[src/rtl/ddr_bridge_pkg.sv]
// Shared types and constants for the DDR bridge: bus widths, FSM state
// encoding and the bit positions of the sticky error flags.
package ddr_bridge_pkg;

    localparam int DdrAddrWidth = 32;
    localparam int DdrDataWidth = 32;

    typedef logic [DdrAddrWidth-1:0] ddr_address_t;
    typedef logic [DdrDataWidth-1:0] ddr_data_t;

    typedef enum logic [2:0] {
        ST_IDLE    = 3'd0,
        ST_RD_REQ  = 3'd1,
        ST_RD_WAIT = 3'd2,
        ST_WR_REQ  = 3'd3,
        ST_WR_WAIT = 3'd4,
        ST_RESP    = 3'd5
    } ddr_bridge_state_t;

    localparam int unsigned BridgeErrTimeout  = 0;
    localparam int unsigned BridgeErrConflict = 1;
    localparam int unsigned BridgeErrStray    = 2;

    // States in which a transaction is in flight and the watchdog runs.
    function automatic logic is_req_or_wait(input ddr_bridge_state_t s);
        return (s == ST_RD_REQ) || (s == ST_RD_WAIT) ||
               (s == ST_WR_REQ) || (s == ST_WR_WAIT);
    endfunction

endpackage

[src/rtl/ddr_bridge_if.sv]
// Requester-side enable/done signals and memory-side valid/ready channel
// of the DDR bridge, bundled so the bridge and its environment share one view.
interface ddr_bridge_if;
    import ddr_bridge_pkg::*;

    // Requester side
    ddr_address_t ddr_address_i;
    logic         ddr_w_en_i;
    ddr_data_t    ddr_w_data_i;
    logic         ddr_w_done_o;
    logic         ddr_r_en_i;
    ddr_data_t    ddr_r_data_o;
    logic         ddr_r_valid_o;

    // Memory side: a request transfers when valid and ready are both high
    // on a rising edge; the response/ack is a separate one-cycle strobe.
    logic         mem_req_valid_o;
    logic         mem_req_ready_i;
    logic         mem_req_write_o;
    ddr_address_t mem_req_addr_o;
    ddr_data_t    mem_req_wdata_o;
    logic         mem_rsp_valid_i;
    ddr_data_t    mem_rsp_data_i;
    logic         mem_wr_ack_i;

    // Environment view: drives requests and the memory, observes the bridge.
    modport master (
        output ddr_address_i, ddr_w_en_i, ddr_w_data_i, ddr_r_en_i,
        output mem_req_ready_i, mem_rsp_valid_i, mem_rsp_data_i, mem_wr_ack_i,
        input  ddr_w_done_o, ddr_r_data_o, ddr_r_valid_o,
        input  mem_req_valid_o, mem_req_write_o, mem_req_addr_o, mem_req_wdata_o
    );

    // Bridge view.
    modport slave (
        input  ddr_address_i, ddr_w_en_i, ddr_w_data_i, ddr_r_en_i,
        input  mem_req_ready_i, mem_rsp_valid_i, mem_rsp_data_i, mem_wr_ack_i,
        output ddr_w_done_o, ddr_r_data_o, ddr_r_valid_o,
        output mem_req_valid_o, mem_req_write_o, mem_req_addr_o, mem_req_wdata_o
    );

endinterface

[src/rtl/watchdog_counter.sv]
// Cycle counter that flags the last permitted cycle of a transaction so the
// owner can force completion on the following edge.
module watchdog_counter #(
    parameter int Limit = 4096
) (
    input  logic clk_i,
    input  logic rst_i,
    input  logic clear_i,
    input  logic enable_i,
    output logic expired_o
);

    localparam int CntW = $clog2(Limit);
    localparam logic [CntW-1:0] LastCount = CntW'(Limit - 2);

    logic [CntW-1:0] r_count;

    // Saturates rather than wraps so a stuck owner cannot see a second expiry.
    always_ff @(posedge clk_i) begin
        if (rst_i || clear_i) begin
            r_count <= '0;
        end else if (enable_i && (r_count != {CntW{1'b1}})) begin
            r_count <= r_count + 1'b1;
        end
    end

    // Count k is held during the (k+1)-th busy cycle; firing at Limit-2 means
    // the owner completes after Limit-1 busy cycles.
    assign expired_o = enable_i && (r_count == LastCount);

endmodule

[src/rtl/ddr_bridge.sv]
// Converts matrix_unit's level-held DDR enables into a single-outstanding
// valid/ready memory request, returning one-cycle done/valid pulses.
module ddr_bridge
    import ddr_bridge_pkg::*;
#(
    parameter int TimeoutCycles = 4096  // must be at least 4
) (
    input  logic              clk_i,
    input  logic              rst_i,
    ddr_bridge_if.slave       bus,
    output logic              busy_o,
    output logic [2:0]        err_o,
    output ddr_bridge_state_t state_o
);

    ddr_bridge_state_t r_state;
    ddr_bridge_state_t w_next_state;

    logic         r_is_write;
    ddr_address_t r_addr;
    ddr_data_t    r_wdata;
    logic         r_req_valid;
    logic         r_r_valid;
    logic         r_w_done;
    ddr_data_t    r_r_data;
    logic         r_busy;
    logic [2:0]   r_err;

    logic w_expired;
    logic w_timeout;
    logic w_issue;
    logic w_conflict;
    logic w_stray;
    logic w_resp_next;
    logic w_req_next;

    watchdog_counter #(
        .Limit (TimeoutCycles)
    ) u_watchdog (
        .clk_i     (clk_i),
        .rst_i     (rst_i),
        .clear_i   (r_state == ST_IDLE),
        .enable_i  (is_req_or_wait(r_state)),
        .expired_o (w_expired)
    );

    // In REQ the watchdog beats ready, so an accepted-but-abandoned request
    // leaves any later reply to be flagged as stray; in WAIT a real reply wins.
    always_comb begin
        w_next_state = r_state;
        w_timeout    = 1'b0;
        case (r_state)
            ST_IDLE: begin
                if (bus.ddr_w_en_i) begin
                    w_next_state = ST_WR_REQ;
                end else if (bus.ddr_r_en_i) begin
                    w_next_state = ST_RD_REQ;
                end
            end
            ST_RD_REQ: begin
                if (w_expired) begin
                    w_next_state = ST_RESP;
                    w_timeout    = 1'b1;
                end else if (bus.mem_req_ready_i) begin
                    w_next_state = ST_RD_WAIT;
                end
            end
            ST_RD_WAIT: begin
                if (bus.mem_rsp_valid_i) begin
                    w_next_state = ST_RESP;
                end else if (w_expired) begin
                    w_next_state = ST_RESP;
                    w_timeout    = 1'b1;
                end
            end
            ST_WR_REQ: begin
                if (w_expired) begin
                    w_next_state = ST_RESP;
                    w_timeout    = 1'b1;
                end else if (bus.mem_req_ready_i) begin
                    w_next_state = ST_WR_WAIT;
                end
            end
            ST_WR_WAIT: begin
                if (bus.mem_wr_ack_i) begin
                    w_next_state = ST_RESP;
                end else if (w_expired) begin
                    w_next_state = ST_RESP;
                    w_timeout    = 1'b1;
                end
            end
            ST_RESP: begin
                w_next_state = ST_IDLE;
            end
            default: begin
                w_next_state = ST_IDLE;
            end
        endcase
    end

    assign w_issue     = (r_state == ST_IDLE) && (bus.ddr_w_en_i || bus.ddr_r_en_i);
    assign w_conflict  = (r_state == ST_IDLE) && bus.ddr_w_en_i && bus.ddr_r_en_i;
    assign w_stray     = (bus.mem_rsp_valid_i && (r_state != ST_RD_WAIT)) ||
                         (bus.mem_wr_ack_i    && (r_state != ST_WR_WAIT));
    assign w_resp_next = (w_next_state == ST_RESP);
    assign w_req_next  = (w_next_state == ST_RD_REQ) || (w_next_state == ST_WR_REQ);

    // Every output is computed from next-state decode and registered here,
    // so nothing on the outputs depends combinationally on an input.
    always_ff @(posedge clk_i) begin
        if (rst_i) begin
            r_state     <= ST_IDLE;
            r_is_write  <= 1'b0;
            r_addr      <= '0;
            r_wdata     <= '0;
            r_req_valid <= 1'b0;
            r_r_valid   <= 1'b0;
            r_w_done    <= 1'b0;
            r_r_data    <= '0;
            r_busy      <= 1'b0;
            r_err       <= '0;
        end else begin
            r_state     <= w_next_state;
            r_req_valid <= w_req_next;
            r_r_valid   <= w_resp_next && !r_is_write;
            r_w_done    <= w_resp_next && r_is_write;
            r_busy      <= (w_next_state != ST_IDLE);

            if (w_issue) begin
                r_is_write <= bus.ddr_w_en_i;
                r_addr     <= bus.ddr_address_i;
                if (bus.ddr_w_en_i) begin
                    r_wdata <= bus.ddr_w_data_i;
                end
            end

            if ((r_state == ST_RD_WAIT) && bus.mem_rsp_valid_i) begin
                r_r_data <= bus.mem_rsp_data_i;
            end else if (w_timeout && !r_is_write) begin
                r_r_data <= '0;
            end

            if (w_timeout) begin
                r_err[BridgeErrTimeout] <= 1'b1;
            end
            if (w_conflict) begin
                r_err[BridgeErrConflict] <= 1'b1;
            end
            if (w_stray) begin
                r_err[BridgeErrStray] <= 1'b1;
            end
        end
    end

    assign bus.mem_req_valid_o = r_req_valid;
    assign bus.mem_req_write_o = r_is_write;
    assign bus.mem_req_addr_o  = r_addr;
    assign bus.mem_req_wdata_o = r_wdata;
    assign bus.ddr_r_valid_o   = r_r_valid;
    assign bus.ddr_r_data_o    = r_r_data;
    assign bus.ddr_w_done_o    = r_w_done;
    assign busy_o              = r_busy;
    assign err_o               = r_err;
    assign state_o             = r_state;

endmodule

[src/flat_wrapper.sv]
// flat-port wrapper written by rule: the top's interface ports become plain ports
module ddr_bridge_flat import ddr_bridge_pkg::*;
#(
    parameter int TimeoutCycles = 4096                       
)
  (clk_i, rst_i, busy_o, err_o, state_o, bus_ddr_address_i, bus_ddr_w_en_i, bus_ddr_w_data_i, bus_ddr_r_en_i, bus_mem_req_ready_i, bus_mem_rsp_valid_i, bus_mem_rsp_data_i, bus_mem_wr_ack_i, bus_ddr_w_done_o, bus_ddr_r_data_o, bus_ddr_r_valid_o, bus_mem_req_valid_o, bus_mem_req_write_o, bus_mem_req_addr_o, bus_mem_req_wdata_o);
  ddr_bridge_if bus_i ();
  input  logic clk_i;
  input  logic rst_i;
  output logic busy_o;
  output logic [2:0] err_o;
  output ddr_bridge_state_t state_o;
  input wire logic [$bits(bus_i.ddr_address_i)-1:0] bus_ddr_address_i;
  input wire logic [$bits(bus_i.ddr_w_en_i)-1:0] bus_ddr_w_en_i;
  input wire logic [$bits(bus_i.ddr_w_data_i)-1:0] bus_ddr_w_data_i;
  input wire logic [$bits(bus_i.ddr_r_en_i)-1:0] bus_ddr_r_en_i;
  input wire logic [$bits(bus_i.mem_req_ready_i)-1:0] bus_mem_req_ready_i;
  input wire logic [$bits(bus_i.mem_rsp_valid_i)-1:0] bus_mem_rsp_valid_i;
  input wire logic [$bits(bus_i.mem_rsp_data_i)-1:0] bus_mem_rsp_data_i;
  input wire logic [$bits(bus_i.mem_wr_ack_i)-1:0] bus_mem_wr_ack_i;
  output wire logic [$bits(bus_i.ddr_w_done_o)-1:0] bus_ddr_w_done_o;
  output wire logic [$bits(bus_i.ddr_r_data_o)-1:0] bus_ddr_r_data_o;
  output wire logic [$bits(bus_i.ddr_r_valid_o)-1:0] bus_ddr_r_valid_o;
  output wire logic [$bits(bus_i.mem_req_valid_o)-1:0] bus_mem_req_valid_o;
  output wire logic [$bits(bus_i.mem_req_write_o)-1:0] bus_mem_req_write_o;
  output wire logic [$bits(bus_i.mem_req_addr_o)-1:0] bus_mem_req_addr_o;
  output wire logic [$bits(bus_i.mem_req_wdata_o)-1:0] bus_mem_req_wdata_o;
  assign bus_i.ddr_address_i = bus_ddr_address_i;
  assign bus_i.ddr_w_en_i = bus_ddr_w_en_i;
  assign bus_i.ddr_w_data_i = bus_ddr_w_data_i;
  assign bus_i.ddr_r_en_i = bus_ddr_r_en_i;
  assign bus_i.mem_req_ready_i = bus_mem_req_ready_i;
  assign bus_i.mem_rsp_valid_i = bus_mem_rsp_valid_i;
  assign bus_i.mem_rsp_data_i = bus_mem_rsp_data_i;
  assign bus_i.mem_wr_ack_i = bus_mem_wr_ack_i;
  assign bus_ddr_w_done_o = bus_i.ddr_w_done_o;
  assign bus_ddr_r_data_o = bus_i.ddr_r_data_o;
  assign bus_ddr_r_valid_o = bus_i.ddr_r_valid_o;
  assign bus_mem_req_valid_o = bus_i.mem_req_valid_o;
  assign bus_mem_req_write_o = bus_i.mem_req_write_o;
  assign bus_mem_req_addr_o = bus_i.mem_req_addr_o;
  assign bus_mem_req_wdata_o = bus_i.mem_req_wdata_o;
  ddr_bridge #(.TimeoutCycles(TimeoutCycles)) u_core (.clk_i(clk_i), .rst_i(rst_i), .bus(bus_i), .busy_o(busy_o), .err_o(err_o), .state_o(state_o));
endmodule
[config.mk]
export PLATFORM = sky130hd
export DESIGN_NAME = ddr_bridge_flat
export DESIGN_NICKNAME = d
export VERILOG_FILES = /design/src/rtl/ddr_bridge_pkg.sv /design/src/rtl/ddr_bridge_if.sv /design/src/rtl/watchdog_counter.sv /design/src/rtl/ddr_bridge.sv /design/src/flat_wrapper.sv
export SDC_FILE = /design/constraint.sdc
export NUM_CORES = 1
export LEC_CHECK = 0
export ABC_AREA = 1
export BUFFER_PORTS_ARGS = -buffer_cell sky130_fd_sc_hd__buf_2
export CORE_MARGIN = 2
export CORE_UTILIZATION = 31
export CTS_CLUSTER_DIAMETER = 60
export DETAILED_ROUTE_END_ITERATION = 7
export HOLD_SLACK_MARGIN = 0.1
export PLACE_DENSITY = 0.61
export SLEW_MARGIN = 20
export SYNTH_ARGS = -nofsm -noshare
export SYNTH_HDL_FRONTEND = slang
export SYNTH_HIERARCHICAL = 1
export SYNTH_SLANG_ARGS = --single-unit
[constraint.sdc]
create_clock -name clk_i -period 6.85 [get_ports clk_i]
set_clock_uncertainty 0.1 [all_clocks]
set_input_delay 1.0275 -clock clk_i [delete_from_list [all_inputs] [get_ports clk_i]]
set_output_delay 1.0275 -clock clk_i [all_outputs]
set_load 0.005 [all_outputs]
* Word level (Yosys, flattened, before mapping)
Cells that the tools add are included.
** Storage, ports and cells
- Register bits after elaboration :: 119
- Bits in latches :: 0
- Memory bits (writable) :: 0
- Bits in read-only memories :: 0
- Input bits :: 103
- Logic and storage cells :: 65
- Memories kept :: 0
** Operators by class
- Add/sub/neg operators :: 1
- $mul :: 0
- Div/mod/pow operators :: 0
- $lt $le $gt $ge :: 0
- Equality and inequality tests :: 11
- Shift-type cells :: 0
- Mux-type cells :: 16
- Bitwise gates (word level) :: 0
- Reduce and logical (&&, ||, !) cells :: 24
** Operator list (number)
- 2-to-1 mux 32 bit :: 2
- 2-to-1 mux 3 bit :: 9
- one-hot mux 3 bit (5 select lines) :: 1
- adder 12 x 1 -> 12 bit (second input constant) :: 1
- == test 12 bit (second input constant) :: 1
- != test 12 bit (second input constant) :: 1
- logical AND 1 bit :: 11
- == test 3 x 2 -> 1 bit (second input constant) :: 3
- logical OR 1 bit :: 7
- == test 3 x 1 -> 1 bit (second input constant) :: 2
- == test 3 bit (second input constant) :: 2
- logical NOT 3 bit :: 1
- 2-to-1 mux 1 bit :: 3
- != test 3 x 2 -> 1 bit (second input constant) :: 1
- != test 3 bit (second input constant) :: 1
- one-hot mux 1 bit (3 select lines) :: 1
- nonzero test 3 bit :: 1
- AND reduction 2 bit :: 1
- nonzero test 2 bit :: 1
- OR reduction 2 bit :: 1
- logical NOT 1 bit :: 1

* Depth between registers and ports, before layout
Gate-level depths: netlist (run 1).
- Word-level depth :: 11
- Depth in mapped cells :: 16

* Cells and area by module
The synthesis (run 1) kept the hierarchy.
** Modules (own cells, without submodules)
- ddr_bridge :: instances 1, cells an instance 497, area each 4335.4 um^2, seq. area each 2142.1 um^2
- watchdog_counter :: instances 1, cells an instance 110, area each 723.2 um^2, seq. area each 240.2 um^2

* Worst setup path before layout (run 1)
Ideal clock, no wire load.
- Kind :: register -> register
- Start point :: register u_core.r_state[1] (netlist: u_core/state_o[1])
- End point :: register u_core.r_r_data[22] (netlist: u_core/bus.ddr_r_data_o[22])
- Arrival :: 2.598 ns
- Slack :: 4.014 ns
- Cell stages (with the launch flop) :: 17
- Buffers on the path :: 2
- Period minus slack after synthesis :: 2.836 ns
- Cell sequence :: dfxtp_1 inv_2 nor2_1 nand2_1 nand2_1 or2_2 clkbuf_1 nand4_1 nor3_1 inv_1 nor2_1 nand3_2 nand3_2 nand2_4 buf_12 nand3_2 a21oi_2
** Between the ends
- Cells in the longest elaborated chain, start to end :: 10
- Elaborated cells between the ends (all ways) :: 17
- Classes of those cells :: eq/ne (4); mux (5); reduce/logical (8)
** RTL lines
- start: declaration :: RTL line ddr_bridge.sv:16 : ddr_bridge_state_t r_state;
- start signal: assignment :: RTL line ddr_bridge.sv:123 : r_state <= w_next_state;
- == test 3 x 1 -> 1 bit or == test 3 x 2 -> 1 bit (tied branches) :: RTL line ddr_bridge_pkg.sv:26 : return (s == ST_RD_REQ) || (s == ST_RD_WAIT) ||
- logical OR 1 bit (2 in a row) :: RTL line ddr_bridge_pkg.sv:26
- logical OR 1 bit * :: RTL line ddr_bridge_pkg.sv:27 : (s == ST_WR_REQ) || (s == ST_WR_WAIT);
- logical AND 1 bit * :: RTL line watchdog_counter.sv:29 : assign expired_o = enable_i && (r_count == LastCount);
- via u_core.w_expired :: RTL line ddr_bridge.sv:29 : logic w_expired;
- 2-to-1 mux 1 bit *
- 2-to-1 mux 1 bit (on tied branches) :: RTL line ddr_bridge.sv:85, ddr_bridge.sv:69
- one-hot mux 1 bit (3 select lines) * :: RTL line ddr_bridge.sv:52 : case (r_state)
- logical AND 1 bit * :: RTL line ddr_bridge.sv:139 : end else if (w_timeout && !r_is_write) begin
- nonzero test 2 bit (no source line) *
- end signal: assignment :: RTL line ddr_bridge.sv:138 : r_r_data <= bus.mem_rsp_data_i;
- end: declaration :: RTL line ddr_bridge.sv:25 : ddr_data_t r_r_data;
The timed path passes the listed nets; every way through them passes the cells marked *.
A chain may end at the register's enable or synchronous reset.

* Worst setup path after layout (run 1)
- Start point :: register u_core.r_state[1] (netlist: u_core/state_o[1])
- End point :: register u_core.r_r_data[0] (netlist: u_core/bus.ddr_r_data_o[0])
The elaborated chain is that of the path after synthesis.

==> results of run 1 <==
## per-stage QoR
| step | hold slack, ns | setup WS, ns |
|---|---|---|
| floorplan | 0.340 | 4.01 |
| global placement | 0.330 | 3.47 |
| detailed placement | 0.333 | 3.51 |
| CTS | 0.342 | 3.50 |
| global route | 0.357 | 3.12 |
| finish | 0.339 | 3.44 |
## worst min-delay path by stage
stage	to	slack (ns)
2_1_floorplan	u_core/bus.mem_req_addr_o[10]	0.34
3_3_place_gp	u_core/bus.mem_req_addr_o[26]	0.33
3_5_place_dp	u_core/bus.mem_req_addr_o[10]	0.33
4_1_cts	u_core/bus.mem_req_addr_o[10]	0.34
5_1_grt	u_core/bus.mem_req_addr_o[29]	0.36
6_report	u_core/bus.mem_req_addr_o[31]	0.34
## per-layer routing
| metal | up-vias | part of all wire |
|---|---|---|
| met4 | 0 | 0.025 |
| met2 | 156 | 0.45 |
| met3 | 19 | 0.072 |
| met5 | - | 0 |
| li1 | 2376 | - |
| met1 | 2035 | 0.45 |
## critical path, stage by stage (launching register included)
cell and delay (ns):
dfxtp_1 0.44, inv_2 0.09, nor2_1 0.23, nand2_1 0.11, nand2_1 0.09, or2_2 0.28
nand4_1 0.14, nor3_1 0.60, inv_1 0.24, nor2_1 0.16, nand3_2 0.08, nand3_2 0.12
nand2_4 0.29, nand3_1 0.18, a21oi_1 0.09
## logic make-up (layout without fill, tap and decap cells)
family,count (synthesis),in the layout,synth area share
compound gates,140,140,0.163
xor+xnor,2,2,0.00346
fa+ha+maj,2,2,0.00495
buf+inv,92,300,0.104
flops,119,119,0.471
simple gates,252,252,0.253
## layout by cell type (no fill, tap or decap), types with 2 or more instances in the layout
cell type  Yosys  layout
buf_2          3     209
nand2_1      140     140
dfxtp_1      119     119
a21oi_1       71      71
inv_1         51      50
nor2_1        34      34
nand3_2       32      32
a21oi_2       30      30
o21ai_0       25      25
clkbuf_16      0      17
nand3_1       16      16
o21ai_1       10      10
nand4_1        9       9
nand2_2        7       7
clkinv_2       1       5
bufinv_16      0       4
inv_2          3       4
nor3_1         4       4
clkbuf_8       3       2
clkinv_4       0       2
nor2_2         2       2
nand2_4        2       2
buf_4          1       2
nor2_4         2       2
xor2_1         2       2
ha_1           2       2
## registers in the layout (all words and copies together), names as in the netlist
register                    flops
u_core/err_o                    3
u_core/bus.mem_req_wdata_o     32
u_core/bus.ddr_r_valid_o        1
u_core/bus.mem_req_write_o      1
u_core/bus.mem_req_addr_o      32
u_core/bus.ddr_w_done_o         1
u_core/bus.ddr_r_data_o        32
u_core/u_watchdog/r_count      12
u_core/bus.mem_req_valid_o      1
u_core/state_o                  3
u_core/busy_o                   1
## layout make-up
cell class	count	share of cell area
sequential	119	0.355
multi-input combinational	396	0.321
timing repair buffer	211	0.158
clock buffer	20	0.0680
tap	216	0.0402
inverter	57	0.0324
clock inverter	12	0.0259
## power groups by stage
stage | sequential [uW] | combinational (uW) | clock, uW
final | 821 | 374 | 947
after global routing | 832 | 427 | 1000
after CTS | 822 | 380 | 971
after detailed placement | 835 | 380 | 0
after global placement | 834 | 378 | 0
after floorplan | 840 | 236 | 0
==> run_results.csv, run 1 <==
group,metric,value,unit
final_layout,fillers,1702,
synthesis,syn-num-nets,712,
grt,grt_pass1_vias,4231,
sta,maxSlewViolCount,0,
floorplanning,dieArea,17400,sq um
worst_setup_path,crit_required,7.02,ns
worst_setup_path,critPathCapture,"u_core/bus.ddr_r_data_o[0]",
worst_setup_path,rr_endpoint,"u_core/bus.ddr_r_data_o[0]",
clocking,clk_latency,0.41,ns
synthesis,yosys.area.top_type,"dfxtp_1",
routing,via_count,4586,
worst_setup_path,crit_start,"u_core/state_o[1]",
power_and_ir_drop,seqPwrFrac,0.383,
power_and_ir_drop,power.density,319,nW/um^2
place,io_buffers,209,
floorplanning,die_y,132,um
final_layout,antennaDiodeCount,0,
synthesis,synthCells,607,
place,dp_hpwl,9060,um
sta,max_freq,293,MHz
worst_setup_path,worst_setup_path_start_kind,"register",
hold_path,min_path_type,"register to register",
synthesis,synthArstFlopShare,0,
synthesis,synth_flop_cell,"dfxtp_1",
grt,met1_usage,0.192,
routing,drc,0,
hold_path,hold_path_startpoint,"u_core/bus.mem_req_addr_o[31]",
clocking,h-tree-depth,4,
power_and_ir_drop,p_sw,595,uW
final_layout,drive_gt1_frac,0.404,
final_layout,design_area,6720,sq um
hold_path,whs_path_depth,2,
final_layout,syn2layout_area_growth,32.8,%
grt,antenna_found_initial,0,
worst_setup_path,worstRegToRegCells,14,
clocking,clockBufferDepth,2,
grt,top_usage_layer,"met2",
sta,finalHoldViolCount,0,
sta,period_needed,3.41,ns
place,dp.cells,999,
floorplanning,core_area,15900,sq um
clocking,clock_sinks,119,
worst_setup_path,arrival,3.58,ns
power_and_ir_drop,swShare,0.278,
grt,use_met2,0.229,
routing,vias_per_cell,4.45,
power_and_ir_drop,power.leakage,0.00297,uW
sta,setup_violations,0,
synthesis,synth_cell_types,37,
power_and_ir_drop,p_int,1550,uW
clocking,hold_buffers,0,
grt,grt_use_met3,0.0561,
clocking,ctsResizeCount,0,
synthesis,synth_commonest_cells,"140 x nand2_1, 119 x dfxtp_1, 71 x a21oi_1",
worst_setup_path,path_class,"register to register",
clocking,cts_buffers,17,
final_layout,fin_cells,1031,
clocking,postCtsSetupBuffers,0,
power_and_ir_drop,p_total,2140,uW
grt,grt_pass1_wl,21300,um
synthesis,synth_most_common_cell,"nand2_1",
final_layout,seq_area,2380,sq um
final_layout,utilization,0.421,
clocking,cts.reportedPaths.clkPinSlew,0.06,ns
routing,drt-initial-drc-count,204,
routing,totalWireLength,12900,um
final_layout,fin_nets,907,
run_status,status,"complete, no violations",
grt,grt_max_degree,49,
synthesis,synth_warnings,6,
final_layout,multiInputGateArea,2160,sq um
synthesis,synth_edf_count,0,
floorplanning,start_util,0.317,
floorplanning,num_rows,46,
worst_setup_path,r2r_slack,3.44,ns
synthesis,synth_top_area_frac,0.471,
power_and_ir_drop,combPwrFrac,0.175,
job,cap_violations,0,
sta,min_period_over_period,0.498,
grt,grt.total_usage,0.151,
clocking,cts_tree,"done",
floorplanning,pin_count,210,
worst_setup_path,worst_r2r_startpoint,"u_core/state_o[1]",
worst_setup_path,cp_max_fo,32,
sta,grt_setup_unrepaired,"no",
routing,ant_nets,0,
floorplanning,die_w,132,um
worst_setup_path,cp-end-kind,"register",
sta,worst_pin_slew,1.02,ns
place,routabilityCongestion,0.798,
synthesis,synth.area.top_cells,"dfxtp_1 47%, nand2_1 10%, a21oi_1 7.0%",
clocking,cts_root_buf,"clkbuf_16",
synthesis,ys_seq_area_frac,0.471,
place,place_area,6090,sq um
synthesis,synth-seq-cells,119,
routing,routedWlPerCell,12.5,um
synthesis,syn_area,5060,sq um
power_and_ir_drop,clockPowerShare,0.442,
sta,setup_tns,0,ns
grt,grt-ovfl-total,0,
synthesis,syn_avg_cell_area,8.33,sq um
routing,dr.pass1.iters,4,
sta,slew_headroom,0.315,
power_and_ir_drop,irDropWorstVdd,0.000182,V
(Power assumes the default switching activity.)
==> run 2: changes to the inputs <==
--- a/config.mk
+++ b/config.mk
@@ -12,7 +12,7 @@
 export CTS_CLUSTER_DIAMETER = 60
 export DETAILED_ROUTE_END_ITERATION = 7
 export HOLD_SLACK_MARGIN = 0.1
-export PLACE_DENSITY = 0.61
+export PLACE_DENSITY = 0.63
 export SLEW_MARGIN = 20
 export SYNTH_ARGS = -nofsm -noshare
 export SYNTH_HDL_FRONTEND = slang
==> constraint.sdc (replaced) <==
create_clock -name clk_i -period 2.8 [get_ports clk_i]
set_clock_uncertainty 0.1 [all_clocks]
set_input_delay 0.42 -clock clk_i [delete_from_list [all_inputs] [get_ports clk_i]]
set_output_delay 0.42 -clock clk_i [all_outputs]
set_load 0.005 [all_outputs]
==> run_results.csv, run 2 (synthesized netlist as in run 1, its figures left out) <==
group,metric,value,unit
run_status,status,"complete, no violations",
floorplanning,start_util,0.317,
worst_setup_path,worstRegToRegCells,14,
final_layout,antennaDiodeCount,0,
sta,maxSlewViolCount,0,
sta,min_period_over_period,0.896,
routing,dr.pass1.iters,4,
place,routabilityCongestion,0.830,
floorplanning,dieArea,17400,sq um
worst_setup_path,path_class,"register to register",
power_and_ir_drop,irDropWorstVdd,0.000451,V
job,cap_violations,0,
floorplanning,die_y,132,um
worst_setup_path,critPathCapture,"u_core/bus.ddr_r_data_o[25]",
power_and_ir_drop,combPwrFrac,0.189,
clocking,clk_latency,0.40,ns
place,dp_hpwl,9030,um
final_layout,drive_gt1_frac,0.408,
power_and_ir_drop,power.density,754,nW/um^2
final_layout,final_common_cell,"buf_2",
clocking,cts_root_buf,"clkbuf_16",
routing,vias_per_cell,4.38,
final_layout,mostFrequentLayoutCells,"209 x buf_2, 140 x nand2_1, 119 x dfxtp_1, 71 x a21oi_1, 51 x inv_1",
power_and_ir_drop,swShare,0.277,
routing,ant_nets,0,
routing,via_count,4559,
clocking,cts_buffers,17,
routing,routedWlPerCell,12.2,um
worst_setup_path,worst_r2r_startpoint,"u_core/state_o[0]",
sta,finalHoldViolCount,0,
hold_path,hold_path_startpoint,"bus_ddr_w_data_i[11]",
worst_setup_path,path_delay_family,"simple AND/OR/NAND/NOR gates",
worst_setup_path,r2r_slack,0.29,ns
worst_setup_path,crit_cells,14,
worst_setup_path,cp_max_fo,17,
floorplanning,num_rows,46,
power_and_ir_drop,p_sw,1420,uW
worst_setup_path,rr_endpoint,"u_core/bus.ddr_r_data_o[25]",
final_layout,syn2layout_area_growth,34.3,%
final_layout,fin_nets,918,
grt,antenna_found_initial,0,
power_and_ir_drop,power.leakage,0.00301,uW
final_layout,utilization,0.426,
clocking,h-tree-depth,4,
routing,drc,0,
sta,grt_setup_unrepaired,"no",
worst_setup_path,crit_required,3.03,ns
grt,grt_pass1_wl,21000,um
worst_setup_path,arrival,2.74,ns
clocking,clock_sinks,119,
clocking,cts_tree,"done",
routing,drt-initial-drc-count,283,
sta,period_needed,2.51,ns
routing,totalWireLength,12700,um
hold_path,min_path_type,"input pin to register",
power_and_ir_drop,clockPowerShare,0.419,
grt,grt_max_degree,67,
sta,setup_tns,0,ns
clocking,clockBufferDepth,2,
worst_setup_path,worst_setup_path_start_kind,"register",
grt,grt-ovfl-total,0,
worst_setup_path,cp_slowest_cell,"dfxtp_1",
place,io_buffers,209,
floorplanning,die_w,132,um
power_and_ir_drop,p_int,3700,uW
grt,grt.total_usage,0.148,
floorplanning,pin_count,210,
grt,grt_pass1_vias,4281,
worst_setup_path,cp-end-kind,"register",
worst_setup_path,cp_num_buf_inv,2,
clocking,cts.reportedPaths.clkPinSlew,0.05,ns
power_and_ir_drop,seqPwrFrac,0.392,
worst_setup_path,path_cells,"nor2_1 > nand2_1 > nand2_1 > or2_2 > nand4_1 > nor3_2 > inv_1 > nor2_1 > nand3_1 > nand3_2 > nand2_4 > buf_4 > nand3_2 > a21oi_2",
sta,max_freq,399,MHz
worst_setup_path,max_stage_delay,0.53,ns
sta,setup_violations,0,
sta,worst_pin_slew,0.913,ns
worst_setup_path,crit_start,"u_core/state_o[0]",
floorplanning,core_area,15900,sq um
sta,slew_headroom,0.392,
==> run 2: changes by cell type in the layout (fill, tap and decap cells not counted), sizes merged <==
cell    before  now
inv         56   55
clkinv       8    7
buf        211  222
bufinv       4    3
clkbuf      20   22
==> run 2: what timing repair did <==
item | CTS | global route
setup buffers | 0 | 0
endpoints found under the setup margin | 0 | 2
gates resized for setup | 0 | 1
hold buffers | 0 | 0
hold endpoints to repair | 0 | 0
==> run 2: metrics by stage <==
step | cell area (sq um) | setup slack [ns] | hold slack, ns | total power (uW) | cells
global placement | 6180 | 0.332 | 0.328 | 2990 | 1009
detailed placement | 6180 | 0.295 | 0.331 | 2990 | 1009
floorplan | 5060 | 0.135 | 0.340 | 2630 | 607
finish | 6790 | 0.291 | 0.159 | 5120 | 1041
CTS | 6760 | 0.287 | 0.140 | 5170 | 1040
global route | 6790 | 0.0627 | 0.144 | 5410 | 1041
==> run 2: power by group through the flow <==
stage / Clock (uW) / Sequential [uW] / Combinational [uW]
final: 2140 / 2010 / 970
after global routing: 2290 / 2030 / 1090
after CTS: 2200 / 2010 / 958
after detailed placement: 0 / 2040 / 956
after global placement: 0 / 2030 / 953
after floorplan: 0 / 2050 / 577
==> run 2: cell type report <==
cell class	instances	area, sq um
sequential	119	2380
inverter	57	218
tap	216	270
multi-input combinational	396	2160
fill	1643	9150
clock buffer	22	454
clock inverter	9	126
timing repair buffer	222	1180
==> run 2: worst min path at each step <==
stage	endpoint	slack [ns]	cells past startpoint
after floorplan	u_core/bus.mem_req_addr_o[10]	0.34	2
after global placement	u_core/bus.mem_req_addr_o[8]	0.33	2
after detailed placement	u_core/bus.mem_req_addr_o[12]	0.33	2
final	u_core/bus.mem_req_wdata_o[11]	0.16	3
after global routing	u_core/bus.mem_req_wdata_o[2]	0.14	3
after CTS	u_core/bus.mem_req_wdata_o[17]	0.14	3
==> run 2: routing by layer <==
metal  up-vias  wire, um  GRT usage
li1       2390         -          -
met1      2013      5880      0.187
met2       137      5830      0.233
met3        19       757     0.0446
met4         0       280     0.0658
met5         -         0          0
==> run 2: tightest hold or removal path, cell delays in order <==
cell and delay (ns):
buf_2 0.09, nand2_1 0.05, a21oi_1 0.05
==> run 3: changes to the inputs <==
--- a/config.mk
+++ b/config.mk
@@ -11,8 +11,9 @@
 export CORE_UTILIZATION = 31
 export CTS_CLUSTER_DIAMETER = 60
 export DETAILED_ROUTE_END_ITERATION = 7
+export GPL_ROUTABILITY_DRIVEN = 1
 export HOLD_SLACK_MARGIN = 0.1
-export PLACE_DENSITY = 0.63
+export PLACE_DENSITY_LB_ADDON = 0.3
 export SLEW_MARGIN = 20
 export SYNTH_ARGS = -nofsm -noshare
 export SYNTH_HDL_FRONTEND = slang
==> run_results.csv, run 3 (synthesized netlist as in run 1, its figures left out) <==
group,metric,value,unit
power_and_ir_drop,combPwrFrac,0.194,
grt,grt.total_usage,0.154,
place,dp_hpwl,9140,um
clocking,cts_root_buf,"clkbuf_16",
routing,vias_per_cell,4.38,
sta,grt_setup_unrepaired,"no",
final_layout,mostFrequentLayoutCells,"209 x buf_2, 140 x nand2_1, 119 x dfxtp_1, 71 x a21oi_1, 51 x inv_1",
power_and_ir_drop,power.density,746,nW/um^2
routing,via_count,4550,
power_and_ir_drop,power.leakage,0.00297,uW
floorplanning,start_util,0.317,
final_layout,antennaDiodeCount,0,
worst_setup_path,r2r_slack,0.34,ns
worst_setup_path,worstRegToRegCells,13,
worst_setup_path,path_class,"register to register",
sta,min_period_over_period,0.879,
worst_setup_path,max_stage_delay,0.53,ns
hold_path,min_path_type,"input pin to register",
floorplanning,die_w,132,um
clocking,postCtsSetupBuffers,0,
worst_setup_path,cp_max_fo,32,
clocking,hold_buffers,0,
grt,grt_pass1_wl,21700,um
sta,hold-worst-slack,0.151,ns
sta,max_freq,406,MHz
final_layout,fin_cells,1039,
sta,setup_tns,0,ns
final_layout,drive_gt1_frac,0.411,
final_layout,final_common_cell,"buf_2",
final_layout,fin_nets,915,
sta,setup_violations,0,
job,cap_violations,0,
clocking,cts.reportedPaths.clkPinSlew,0.06,ns
power_and_ir_drop,swShare,0.298,
routing,drt-initial-drc-count,236,
hold_path,hold_path_startpoint,"bus_ddr_w_data_i[19]",
place,io_buffers,209,
power_and_ir_drop,seqPwrFrac,0.398,
final_layout,syn2layout_area_growth,33.4,%
routing,routedWlPerCell,12.6,um
worst_setup_path,cp_slowest_cell,"dfxtp_1",
clocking,h-tree-depth,4,
hold_path,min_to,"u_core/bus.mem_req_wdata_o[19]",
worst_setup_path,crit_required,3.04,ns
power_and_ir_drop,p_int,3530,uW
routing,totalWireLength,13100,um
floorplanning,core_area,15900,sq um
floorplanning,pin_count,210,
final_layout,design_area,6750,sq um
grt,grt_max_degree,54,
sta,period_needed,2.46,ns
sta,worst_pin_slew,0.758,ns
worst_setup_path,worst_r2r_startpoint,"u_core/state_o[0]",
routing,ant_nets,0,
place,dp_slack,0.224,ns
sta,maxSlewViolCount,0,
grt,grt-ovfl-total,0,
hold_path,whs_path_depth,3,
grt,antenna_found_initial,0,
place,routabilityCongestion,0.829,
routing,dr.pass1.iters,7,
worst_setup_path,rr_endpoint,"u_core/bus.ddr_r_data_o[0]",
worst_setup_path,path_cells,"nor2_1 > nand2_1 > nand2_1 > or2_2 > nand4_1 > nor3_2 > inv_1 > nor2_1 > nand3_1 > nand3_2 > nand2_8 > nand3_1 > a21oi_1",
power_and_ir_drop,clockPowerShare,0.409,
clocking,cts_tree,"done",
clocking,clockBufferDepth,2,
floorplanning,die_y,132,um
sta,slew_headroom,0.495,
worst_setup_path,worst_setup_path_start_kind,"register",
grt,grt_pass1_vias,4352,
clocking,clk_latency,0.41,ns
sta,finalHoldViolCount,0,
power_and_ir_drop,p_sw,1500,uW
clocking,cts_buffers,17,
clocking,clock_sinks,119,
floorplanning,num_rows,46,
run_status,status,"complete, no violations",
routing,drc,0,
place,place_area,6150,sq um
floorplanning,dieArea,17400,sq um
clocking,ctsResizeCount,0,
place,dp.cells,1006,
worst_setup_path,arrival,2.70,ns
sta,finalWorstSetupSlack,0.340,ns
power_and_ir_drop,irDropWorstVdd,0.000395,V
worst_setup_path,cp-end-kind,"register",
[run 3: power by group through the flow]
stage | clock network, uW | logic (uW) | registers [uW]
2_1_floorplan | 0 | 577 | 2050
3_3_place_gp | 0 | 953 | 2030
3_5_place_dp | 0 | 958 | 2040
4_1_cts | 2120 | 960 | 2000
5_1_grt | 2210 | 1100 | 2030
6_report | 2060 | 974 | 2000
[run 3: per-layer routing]
layer / GRT usage / routed length, um
met3: 0.0561 / 828
met2: 0.248 / 6050
met5: 0 / 0
met1: 0.186 / 5910
met4: 0.0658 / 260
[run 3: worst max-delay path by stage]
stage	depth (start not counted)	endpoint	from
floorplan	16	u_core/bus.ddr_r_data_o[22]	u_core/state_o[1]
global placement	13	u_core/bus.ddr_r_data_o[0]	u_core/state_o[0]
detailed placement	13	u_core/bus.ddr_r_data_o[31]	u_core/state_o[0]
CTS	13	u_core/bus.ddr_r_data_o[31]	u_core/state_o[0]
global route	13	u_core/bus.ddr_r_data_o[31]	u_core/state_o[0]
finish	13	u_core/bus.ddr_r_data_o[0]	u_core/state_o[0]
[run 3: worst max-delay path, delay by kind of cell, from the launching register on]
family,cells,cell delay (ns)
AO/OA/AOI/OAI,1,0.14
buffers and inverters,1,0.12
flip-flops,1,0.53
AND/OR/NAND/NOR,11,1.48
[run 3: stage by stage]
| step | total power [uW] | utilization |
|---|---|---|
| detailed placement | 2990 | 0.385 |
| global route | 5340 | 0.423 |
| global placement | 2990 | 0.385 |
| CTS | 5090 | 0.421 |
| floorplan | 2630 | - |
| finish | 5030 | 0.423 |
[run 3: cell type report]
| cell class | count | area (sq um) |
|---|---|---|
| multi-input combinational | 396 | 2170 |
| timing repair buffer | 219 | 1140 |
| tap | 216 | 270 |
| clock inverter | 14 | 125 |
| clock buffer | 18 | 439 |
| sequential | 119 | 2380 |
| inverter | 57 | 218 |
| fill | 1661 | 9200 |
